### src/rtl/gray_counter_ctrl.sv
// Run/pause/step/speed controller producing enable/clear strobes for a Gray counter.
// Latency: button edge to output change is 3 clk edges (2 sync + 1 FSM); outputs registered.
// Backpressure: none; events arriving in STEP/CLR are held one deep per button until handled.
module gray_counter_ctrl #(
    parameter int unsigned DISTANCE = 100000000
) (
    input  logic       clk,
    input  logic       reset,
    input  logic       btn_run,
    input  logic       btn_step,
    input  logic       btn_speed,
    input  logic       btn_clear,
    output logic       enable,
    output logic       clear,
    output logic       running,
    output logic [1:0] speed
);

    localparam int unsigned PW = $clog2(DISTANCE);

    localparam int B_RUN   = 0;
    localparam int B_STEP  = 1;
    localparam int B_SPEED = 2;
    localparam int B_CLEAR = 3;

    typedef enum logic [1:0] {
        PAUSE = 2'd0,
        RUN   = 2'd1,
        STEP  = 2'd2,
        CLR   = 2'd3
    } state_t;

    state_t          state;
    state_t          ret;
    logic [PW-1:0]   cnt;
    logic [PW-1:0]   tc;

    logic [3:0]      btn;
    logic [3:0]      s1;
    logic [3:0]      s2;
    logic [3:0]      p;
    logic [3:0]      pend;
    logic [3:0]      rise;
    logic [3:0]      ev;
    logic [3:0]      consume;

    assign btn  = {btn_clear, btn_speed, btn_step, btn_run};
    assign rise = s2 & ~p;
    // Speed is acted on immediately in every state, so it never needs a pending slot.
    assign ev   = rise | pend;

    function automatic logic [PW-1:0] term_count(input logic [1:0] sp);
        logic [31:0] t;
        t = DISTANCE >> sp;
        t = t - 32'd1;
        return t[PW-1:0];
    endfunction

    assign tc = term_count(speed);

    always_ff @(posedge clk) begin
        if (reset) begin
            s1 <= '0;
            s2 <= '0;
            p  <= '0;
        end else begin
            s1 <= btn;
            s2 <= s1;
            p  <= s2;
        end
    end

    // Events the FSM acts on (or deliberately ignores) this cycle; losers of the
    // clear > run > step priority stay pending for a later cycle.
    always_comb begin
        consume = '0;
        case (state)
            PAUSE: begin
                if (ev[B_CLEAR])
                    consume[B_CLEAR] = 1'b1;
                else if (ev[B_RUN])
                    consume[B_RUN] = 1'b1;
                else if (ev[B_STEP])
                    consume[B_STEP] = 1'b1;
            end
            RUN: begin
                if (ev[B_CLEAR]) begin
                    consume[B_CLEAR] = 1'b1;
                end else begin
                    consume[B_RUN]  = 1'b1;
                    consume[B_STEP] = 1'b1;
                end
            end
            default: consume = '0;
        endcase
    end

    always_ff @(posedge clk) begin
        if (reset) begin
            state   <= PAUSE;
            ret     <= PAUSE;
            cnt     <= '0;
            speed   <= 2'd0;
            enable  <= 1'b0;
            clear   <= 1'b0;
            running <= 1'b0;
            pend    <= '0;
        end else begin
            enable <= 1'b0;
            clear  <= 1'b0;
            pend   <= ev & ~consume & 4'b1011;

            if (rise[B_SPEED])
                speed <= speed + 2'd1;

            case (state)
                PAUSE: begin
                    cnt <= '0;
                    if (ev[B_CLEAR]) begin
                        state   <= CLR;
                        ret     <= PAUSE;
                        clear   <= 1'b1;
                        running <= 1'b0;
                    end else if (ev[B_RUN]) begin
                        state   <= RUN;
                        running <= 1'b1;
                    end else if (ev[B_STEP]) begin
                        state  <= STEP;
                        enable <= 1'b1;
                    end
                end
                RUN: begin
                    if (ev[B_CLEAR]) begin
                        state <= CLR;
                        ret   <= RUN;
                        clear <= 1'b1;
                        cnt   <= '0;
                    end else if (ev[B_RUN]) begin
                        state   <= PAUSE;
                        running <= 1'b0;
                        cnt     <= '0;
                    end else if (rise[B_SPEED]) begin
                        cnt <= '0;
                    end else if (cnt == tc) begin
                        cnt    <= '0;
                        enable <= 1'b1;
                    end else begin
                        cnt <= cnt + 1'b1;
                    end
                end
                STEP: begin
                    state <= PAUSE;
                    cnt   <= '0;
                end
                CLR: begin
                    state   <= ret;
                    cnt     <= '0;
                    running <= (ret == RUN);
                end
                default: begin
                    state   <= PAUSE;
                    cnt     <= '0;
                    running <= 1'b0;
                end
            endcase
        end
    end

endmodule

### config.mk
export PLATFORM = sky130hd
export DESIGN_NAME = gray_counter_ctrl
export DESIGN_NICKNAME = d
export VERILOG_FILES = /design/src/rtl/gray_counter_ctrl.sv
export SDC_FILE = /design/constraint.sdc
export NUM_CORES = 1
export LEC_CHECK = 0
export ABC_CLOCK_PERIOD_IN_PS = 2600
export BUFFER_PORTS_ARGS = -buffer_cell sky130_fd_sc_hd__buf_2
export CORE_MARGIN = 2
export CORE_UTILIZATION = 60
export CTS_BUF_LIST = sky130_fd_sc_hd__clkbuf_8
export CTS_CLUSTER_SIZE = 28
export DETAILED_ROUTE_END_ITERATION = 12
export PLACE_DENSITY = 0.77
export REMOVE_ABC_BUFFERS = 1
export SLEW_MARGIN = 20
export SYNTH_ARGS = -nofsm -noshare
export SYNTH_HDL_FRONTEND = slang
export SYNTH_SLANG_ARGS = --single-unit
### constraint.sdc
create_clock -name clk -period 2.6 [get_ports clk]
set_clock_uncertainty 0.15 [all_clocks]
set_input_delay 0.13 -clock clk [delete_from_list [all_inputs] [get_ports clk]]
set_output_delay 0.13 -clock clk [all_outputs]
set_load 0.02 [all_outputs]
==> After elaboration in Yosys (flattened, before gate mapping) <==
Index checks and enable logic that the tools add are counted.
Widths: inputs -> output; s select.
{ "classes": {"eq_ne": 12, "bitwise_logic": 5, "n_reduce_logical": 8, "shifts": 1, "add_sub_neg": 3, "muxes": 33} }
{ "ops": {"columns": ["cell", "count"], "rows": [
  ["$mux 27", 4],
  ["$pmux 27 s2", 1],
  ["$add 27x1->27 const B", 1],
  ["$eq 27x27->1", 1],
  ["$shr 27x2->27 const A", 1],
  ["$sub 27x1->27 const B", 1],
  ["$mux 2", 9],
  ["$mux 1", 14],
  ["$and 4x4->4", 2],
  ["$ne 2x2->1 const B", 4],
  ["$not 4->4", 2],
  ["$pmux 2 s2", 2],
  ["$pmux 2 s4", 1],
  ["$ne 3x3->1 const B", 2],
  ["$eq 2x1->1 const B", 2],
  ["$eq 2x2->1 const B", 2],
  ["$ne 4x4->1 const B", 1],
  ["$or 4x4->4", 1],
  ["$reduce_and 4->1", 1],
  ["$pmux 1 s3", 1],
  ["$reduce_and 3->1", 1],
  ["$reduce_bool 3->1", 1],
  ["$reduce_or 3->1", 1],
  ["$add 2x1->2 const B", 1],
  ["5 further kinds", 5]
]} }
{ "totals": {"output_inout_bits": 5, "wordCells": 74, "input_bits": 6, "ff_bits": 52} }

==> Logic depth before layout (Yosys ltp) <==
Gate-level depths: netlist (run 1).
{ "logic_depth": {"word_depth": 9, "depth_mapped": 10, "ltp_nobuf": 9} }

==> Worst setup path before layout (run 1) <==
OpenSTA, ideal clock, no wires.
{ "synth_timing": {"path_type": "flip-flop to flip-flop", "start": "reg speed[0]", "end": "reg cnt[10]", "slack_ns": 0.258, "required_ns": 2.335, "path_stages_with_launch": 11, "n_path_buf": 1, "t_arrival_ns": 2.077, "period_less_slack_ns": 2.342, "setup_time_ns": 0.115, "cell_sequence": "dfxtp_1 -> inv_1 -> ha_1 -> inv_1 -> ha_1 -> xor2_1 -> and4_1 -> nand4_1 -> o21bai_4 -> buf_6 -> nor2_1"} }
{ "synth_via": {"elab_chain_len": 8} }
{ "synth_lines": {"columns": ["element", "line_no", "text"], "rows": [
  ["start, declared", "16", "output logic [1:0] speed"],
  ["start signal, assigned", "114", "speed <= speed + 2'd1;"],
  ["$shr 27x2->27", "54", "t = DISTANCE >> sp;"],
  ["$sub 27x1->27", "55", "t = t - 32'd1;"],
  ["$eq 27x27->1", "144", "end else if (cnt == tc) begin"],
  ["$mux 27", "144", null],
  ["$mux 27", "142", "end else if (rise[B_SPEED]) begin"],
  ["$mux 27", "138", "end else if (ev[B_RUN]) begin"],
  ["$mux 27", "133", "if (ev[B_CLEAR]) begin"],
  ["$pmux 27 s2", "116", "case (state)"],
  ["end signal, assigned", "148", "cnt <= cnt + 1'b1;"],
  ["end, declared", "35", "logic [PW-1:0] cnt;"]
]} }
No other way between the ends.
A chain may end at the register's enable or synchronous reset.

==> Worst setup path in the final report (run 1) <==
{ "layout_timing": {"start": "reg speed[0]", "end": "reg enable"} }
{ "layout_via": {"elab_chain_len": 8} }
{ "layout_lines": {"columns": ["element", "line_no", "text"], "rows": [
  ["$shr 27x2->27", "54", null],
  ["$sub 27x1->27", "55", null],
  ["$eq 27x27->1", "144", null],
  ["$mux 1", "144", null],
  ["$mux 1", "142", null],
  ["$mux 1", "138", null],
  ["$mux 1", "133", null],
  ["$pmux 1 s2", "116", null],
  ["end signal, assigned", "109", "enable <= 1'b0;"],
  ["end signal, assigned", "129", "enable <= 1'b1;"],
  ["end signal, assigned", "146", "enable <= 1'b1;"],
  ["end, declared", "13", "output logic enable,"]
]} }
No other way between the ends.

==> flow_summary.toml, run 1 <==
[run_status]
status = "finished clean"

[clock_tree]
cts_tree = "done"
htreeDepth = 2
cts.reportedPaths.clkPinSlew_ps = 90
numCtsBuffers = 5
cts_hold_buffers = 4
postCtsResizedCells = 0
post-cts-setup-buffers = 0
root_buffer = "clkbuf_8"
cts.path.max_buffers = 2
clkLatencyLatePin_ps = 300
cts_sinks = 50

[drt]
drt_pass1_iterations = 4
wl_met3_um = 154
top_layer = "met4"
drt-met1-wl_um = 1858
wl_um = 3967
ant_nets = 0
vias = 1692
viasPerCell = 5.338
drt-initial-drc-count = 93
routedWlPerCell_um = 12.51
wl_met2_um = 1905
drc = 0

[logic_synthesis]
ys.warnings.count = 0
synthAdderAreaFrac_pct = 4.341
synth_xor_area_share_pct = 13.67
yosys.area.top_type = "dfxtp_1"
synth_top_family_by_area = "simple AND/OR/NAND/NOR gates"
synth_seq_cells = 50
syn_inst = 253
synthTopCellsByArea = "dfxtp_1, xor2_1, nor2_1"
synth.top_cell.area_share_pct = 43.41
ys_types = 39
synth_most_common_cell = "dfxtp_1"
async_flop_share_pct = 0
syn_avg_cell_area_um2 = 9.114
synth_compound_area_share_pct = 6.728
synthTopCellsByCount = "dfxtp_1, nor2_1, xor2_1, nand2_1, nor2b_1"
synth-simple-area-share_pct = 27.46
netlist_area_um2 = 2306
synth_edf_count = 0
synth_seq_area_share_pct = 43.41
synth_mux_area_share_pct = 0.8681
synth_ff_type = "dfxtp_1"

[grt]
grt_usage_pct = 21.06
antenna_found_initial = 0
grt_pass1_vias = 1649
globalRouteOverflowTotal = 0
grt_pass1_wl_um = 7127
grt_start_max_net_pins = 26

[power_and_ir_drop]
power_density_nw_per_um2 = 524.1
totalPowerFinal_w = 0.001324
ir_drop_mv = 0.4478
p_leak_nw = 0.9142

[timing]
hold_viol = 0
setup_violations = 0
tightest_slew_ps = 520.0
fin_crit_ps = 2381
max_freq_ghz = 0.4200
grt_setup_unrepaired = "false"
max_slew_margin_pct = 65.21
fin_crit_sh_pct = 91.59
drv_slew = 0
setup_tns_ps = 0

[layout]
area_delta_synth_final_pct = 9.550
drive_above_1_share_pct = 10.78
final_area_um2 = 2526
antenna_cells = 0
fin_nets = 282
finalNonFillerCells = 317
final_util_pct = 68.49
nFillCells = 305

[floorplan]
die_h_um = 66.00
die_x_um = 66.00
start_util_pct = 62.52
rows = 22
dieArea_um2 = 4355
core_region_area_um2 = 3689
io_pins = 11

[worst_setup_path]
reg2reg_depth = 9
cp-startpoint = "speed[0]"
rrSetupSlack_ps = 220
crit_path_end = "enable"
arrival_ps = 2450
crit_path_end_kind = "register"
crit_fanout = 7
worstPathRequired_ps = 2670
timing.rr.start = "speed[0]"
critPathLaunchType = "register"
criticalPathCategory = "reg2reg"
timing.rr.end = "enable"

[placement]
dp_cells = 305
gp_congestion = 0.9501
place_area_um2 = 2396
hpwl_um = 2835
port_buffers = 10

[run]
max_cap_viol_count = 0

[hold_path]
hold_path_class = "in2reg"
[through the flow]
stage | hold WS (ps) | setup WS, ps
after floorplan | 49.07 | 182.6
after global placement | 187.2 | 340.4
after detailed placement | 196.8 | 236.4
after CTS | 62.43 | 212.9
after global routing | 77.63 | 34.45
final | 54.92 | 218.8
[critical path: stages (launching register included)]
cell,delay (ps)
dfxtp_1,480
inv_1,130
ha_1,270
inv_1,80
ha_1,140
nor3b_1,250
xnor2_1,150
nand4_1,180
or3_1,400
o31ai_1,70
[cell usage in the layout, fill, tap and decap left out, drive strengths merged, types with 3 or more instances in the layout]
cell type,n
clkbuf,5
nor2,40
dlygate4sd3,4
or3,3
inv,9
nand2,16
nor3,6
a21o,3
nand3,11
o21ai,3
nor2b,14
nor4,5
and4,4
xnor2,12
dfxtp,50
a21oi,7
xor2,24
buf,12
ha,8
nand4,11
[flip-flops by register name (all words and copies together), names as in the netlist]
register	flops
p	4
ret	1
enable	1
clear	1
pend	3
state	2
cnt	27
running	1
speed	2
s2	4
s1	4
[where the power goes]
part           switching [W]  internal, W
clock network       0.000258     0.000189
registers          0.0000130     0.000780
logic              0.0000429    0.0000406
[how the worst min path moves through the flow]
stage	startpoint	endpoint	slack, ps	depth (start not counted)
floorplan	reset	ret[0]	50	1
global placement	btn_run	s1[0]	190	2
detailed placement	btn_speed	s1[2]	200	2
CTS	reset	speed[1]	60	2
global route	reset	p[3]	80	2
finish	reset	speed[1]	50	2
[logic make-up after synthesis]
family | Yosys count
AOI/OAI and AO/OA | 21
DFF | 50
and+or+nand+nor | 119
xor gates and xnor gates | 36
adders and majority gates | 8
buffers and inverters | 17
muxes | 2
[metal layers]
layer / vias up / global-route usage [%]
met4: 0 / 7.398
met1: 778 / 25.48
met5: - / 0
li1: 883 / -
met3: 5 / 5.281
met2: 26 / 36.24
[area by class of cell]
cell class / count / area [um2] / area share (%)
Multi-Input combinational cell: 186 / 1224 / 48.44
Clock inverter: 3 / 21.27 / 0.8420
Tap cell: 48 / 60.06 / 2.377
Inverter: 9 / 33.78 / 1.337
Clock buffer: 5 / 68.82 / 2.724
Timing Repair Buffer: 16 / 117.6 / 4.656
Sequential cell: 50 / 1001 / 39.62
(Power assumes the default switching activity.)
==> run 2, diff against run 1 <==
- REMOVE_ABC_BUFFERS: 1 -> not set
==> flow_summary.toml, run 2 (synthesized netlist as in run 1, its figures left out) <==
[drt]
routedWlPerCell_um = 12.44
ant_nets = 0
wl_um = 3943
drc = 0
drt-initial-drc-count = 93
vias = 1689
viasPerCell = 5.328
drt_pass1_iterations = 4

[floorplan]
start_util_pct = 62.52
rows = 22
dieArea_um2 = 4355
core_region_area_um2 = 3689
io_pins = 11
die_h_um = 66.00
die_x_um = 66.00

[worst_setup_path]
critPathLaunchType = "register"
arrival_ps = 2440
crit_buf_inv = 2
crit_family = "simple AND/OR/NAND/NOR gates"
critPathMaxStageDelay_ps = 490
crit_fanout = 7
path_cells = "inv_1, ha_1, inv_1, ha_1, xor2_1, and4_1, nand4_1, or3_1, o31ai_1"
crit_slowest_cell = "dfxtp_1"
crit_path_end_kind = "register"
worstPathRequired_ps = 2670
criticalPathCategory = "reg2reg"

[grt]
grt_pass1_vias = 1550
grt_pass1_wl_um = 7141
antenna_found_initial = 0
grt_usage_pct = 21.65
grt_start_max_net_pins = 26
globalRouteOverflowTotal = 0

[timing]
setup_violations = 0
max_freq_ghz = 0.4218
setup_tns_ps = 0
grt_setup_unrepaired = "false"
hold_viol = 0
max_slew_margin_pct = 63.19
setup_ws_ps = 229.5
tightest_slew_ps = 550.1
drv_slew = 0
fin_crit_sh_pct = 91.17
whs_ps = 68.49
fin_crit_ps = 2371

[layout]
layout_common_cells = "dfxtp_1, nor2_1, xor2_1"
antenna_cells = 0
ff_latch_area_um2 = 1001
nFillCells = 312
largest_register = "cnt"
multi_input_area_um2 = 1224
final_common_cell = "dfxtp_1"
largest_reg_flops = 27
area_delta_synth_final_pct = 9.604
final_util_pct = 68.52
drive_above_1_share_pct = 10.41
fin_nets = 282

[hold_path]
hold_path_class = "in2reg"

[clock_tree]
cts_tree = "done"
htreeDepth = 2
post-cts-setup-buffers = 0
root_buffer = "clkbuf_8"
clkLatencyLatePin_ps = 290
cts_sinks = 50
numCtsBuffers = 5
cts.reportedPaths.clkPinSlew_ps = 80
cts.path.max_buffers = 2
postCtsResizedCells = 0

[run]
max_cap_viol_count = 0

[power_and_ir_drop]
p_leak_nw = 0.9225
ir_drop_mv = 0.4159
power_density_nw_per_um2 = 520.8

[run_status]
status = "finished clean"

[logic_synthesis]
synth.net_count = 267

[placement]
place_ws_ps = 231.9
hpwl_um = 2893
port_buffers = 10
gp_congestion = 0.8963
-- run 2: through the flow --
stage,power (W),instances,area (um2)
4_1_cts,0.001334,317,2527
3_3_place_gp,0.0008884,305,2396
2_1_floorplan,0.0008709,253,2306
6_report,0.001316,317,2527
3_5_place_dp,0.0008899,305,2396
5_1_grt,0.001383,317,2527
-- run 2: worst paths after layout --
path / from / endpoint / slack (ps) / cells past startpoint
setup / recovery: speed[0] / enable / 230 / 9
hold / removal: reset / p[3] / 70 / 2
setup reg to reg: speed[0] / enable / 230 / 9
hold reg to reg: s1[0] / s2[0] / 290 / 1
-- run 2: final cells by class --
| type | count | area share (%) |
|---|---|---|
| clock inverter | 2 | 0.3465 |
| clock buffer | 6 | 3.267 |
| inverter | 9 | 1.337 |
| multi-input combinational | 186 | 48.42 |
| sequential | 50 | 39.60 |
| tap | 48 | 2.376 |
| timing repair buffer | 16 | 4.653 |
-- run 2: report_power, final --
group	internal [W]	switching [W]	total, W	leakage [nW]
logic	0.0000405	0.0000416	0.0000821	0.465
clock network	0.000211	0.000230	0.000441	0.0524
registers	0.000780	0.0000128	0.000793	0.406
total	0.00103	0.000285	0.00132	0.922
-- run 2: per-layer routing --
layer | wire [um] | up-vias | global-route usage, %
met2 | 1783 | 32 | 33.46
li1 | - | 881 | -
met5 | 0 | - | 0
met3 | 158 | 7 | 6.303
met4 | 45 | 0 | 6.888
met1 | 1956 | 769 | 29.17
-- run 2: timing repair --
| action | 4_1_cts | 5_1_grt |
|---|---|---|
| endpoints found under the setup margin | 0 | 0 |
| hold buffers | 4 | 0 |
| hold endpoints to repair | 4 | 0 |
-- run 2: worst register-to-register path: cells and delay by family (launching register included) --
kind,cells,cell delay (ps)
flops,1,490
fa+ha+maj,2,510
simple gates,3,750
compound gates,1,70
buf+inv,2,210
xor+xnor,1,130
==> run 3, diff against run 2 <==
- CORE_UTILIZATION: 60 -> 31
- PLACE_DENSITY: 0.77 -> 0.45
==> flow_summary.toml, run 3 (synthesized netlist as in run 1, its figures left out) <==
[grt]
grt_usage_pct = 11.86
grt_pass1_wl_um = 7728
antenna_found_initial = 0
grt_pass1_vias = 1563
grt_start_max_net_pins = 26
globalRouteOverflowTotal = 0

[power_and_ir_drop]
totalPowerFinal_w = 0.001348
combPwrFrac_pct = 6.2
power_density_nw_per_um2 = 519.6
pwr-share-clk_pct = 35.0
sw_frac_of_total_pct = 23.22
intPower_w = 0.001035
p_leak_nw = 0.9173
ir_drop_mv = 0.2837
power.switching_w = 0.0003131
seq_power_share_pct = 58.9

[placement]
gp_congestion = 0.7399
port_buffers = 10
place_ws_ps = 231.2
hpwl_um = 3187
dp_cells = 356

[run]
max_cap_viol_count = 0

[layout]
drive_above_1_share_pct = 10.78
finalNonFillerCells = 368
largest_register = "cnt"
antenna_cells = 0
layout_common_cells = "dfxtp_1, nor2_1, xor2_1"
area_delta_synth_final_pct = 12.53
nFillCells = 770
final_common_cell = "dfxtp_1"
multi_input_area_um2 = 1224
final_util_pct = 35.97
ff_latch_area_um2 = 1001
largest_reg_flops = 27
fin_nets = 282

[timing]
tightest_slew_ps = 617.4
setup_tns_ps = 0
setup_ws_ps = 215.6
grt_setup_unrepaired = "false"
max_slew_margin_pct = 58.69
setup_violations = 0
max_freq_ghz = 0.4194
hold_viol = 0
fin_crit_sh_pct = 91.71
fin_crit_ps = 2384
drv_slew = 0

[clock_tree]
cts.path.max_buffers = 2
clkLatencyLatePin_ps = 300
root_buffer = "clkbuf_8"
cts_sinks = 50
htreeDepth = 2
numCtsBuffers = 5
cts.reportedPaths.clkPinSlew_ps = 90
cts_tree = "done"

[floorplan]
die_x_um = 90.25
core_region_area_um2 = 7214
start_util_pct = 31.96
dieArea_um2 = 8144
die_h_um = 90.25
io_pins = 11
rows = 31

[drt]
viasPerCell = 4.492
ant_nets = 0
drt-initial-drc-count = 40
routedWlPerCell_um = 12.10
wl_um = 4454
drc = 0
vias = 1653
drt_pass1_iterations = 4

[worst_setup_path]
crit_fanout = 7
criticalPathCategory = "reg2reg"
cp-startpoint = "speed[0]"
crit_path_end_kind = "register"
critPathLaunchType = "register"
timing.rr.start = "speed[0]"
worstPathRequired_ps = 2670
arrival_ps = 2450

[logic_synthesis]
synth.net_count = 267

[hold_path]
hp-start = "reset"
hold_path_class = "in2reg"

[run_status]
status = "finished clean"
[run 3: cell types whose count changed in the layout (fill, tap and decap cells not counted)]
cell / before / now
inv_1: 10 / 9
clkinvlp_4: 0 / 1
[run 3: power groups by stage]
stage	registers [W]	clock network (W)	logic [W]
6_report	0.000794	0.000471	0.0000833
5_1_grt	0.000798	0.000526	0.0000943
4_1_cts	0.000794	0.000492	0.0000854
3_5_place_dp	0.000811	0	0.0000806
3_3_place_gp	0.000812	0	0.0000808
2_1_floorplan	0.000810	0	0.0000610
[run 3: layout make-up]
class	instances	area share [%]
Tap cell	99	4.773
Clock inverter	2	0.4822
Inverter	9	1.302
Timing Repair Buffer	16	4.532
Clock buffer	6	3.182
Multi-Input combinational cell	186	47.16
Sequential cell	50	38.57
[run 3: through the flow]
stage / instance area, um2 / hold WS (ps)
floorplan: 2306 / 108.2
global placement: 2460 / 192.2
detailed placement: 2460 / 197.3
CTS: 2595 / 75.16
global route: 2595 / 91.27
finish: 2595 / 75.04
[run 3: routing by layer]
layer  global-route usage, %  wire length (um)
met5                       0                 0
met2                   17.61              1894
met4                   4.231                72
met1                   16.85              2394
met3                   2.682                93
[run 3: critical path: stages, from the launching register on]
cell,delay [ps]
dfxtp_1,480
inv_1,130
ha_1,280
inv_1,80
ha_1,230
xor2_1,130
and4_1,200
nand4_1,160
or3_1,400
o31ai_1,70
[run 3: path summary, 6_finish.rpt]
kind | slack [ps] | depth (start not counted) | endpoint
setup / recovery | 220 | 9 | enable
hold / removal | 80 | 2 | speed[0]
setup reg to reg | 220 | 9 | enable
hold reg to reg | 290 | 1 | s2[1]
[run 3: repair_timing]
item,4_1_cts,5_1_grt
setup buffers,0,0
gates resized for setup,0,0
endpoints found under the hold margin,4,0
hold buffers,4,0
endpoints found under the setup margin,0,0
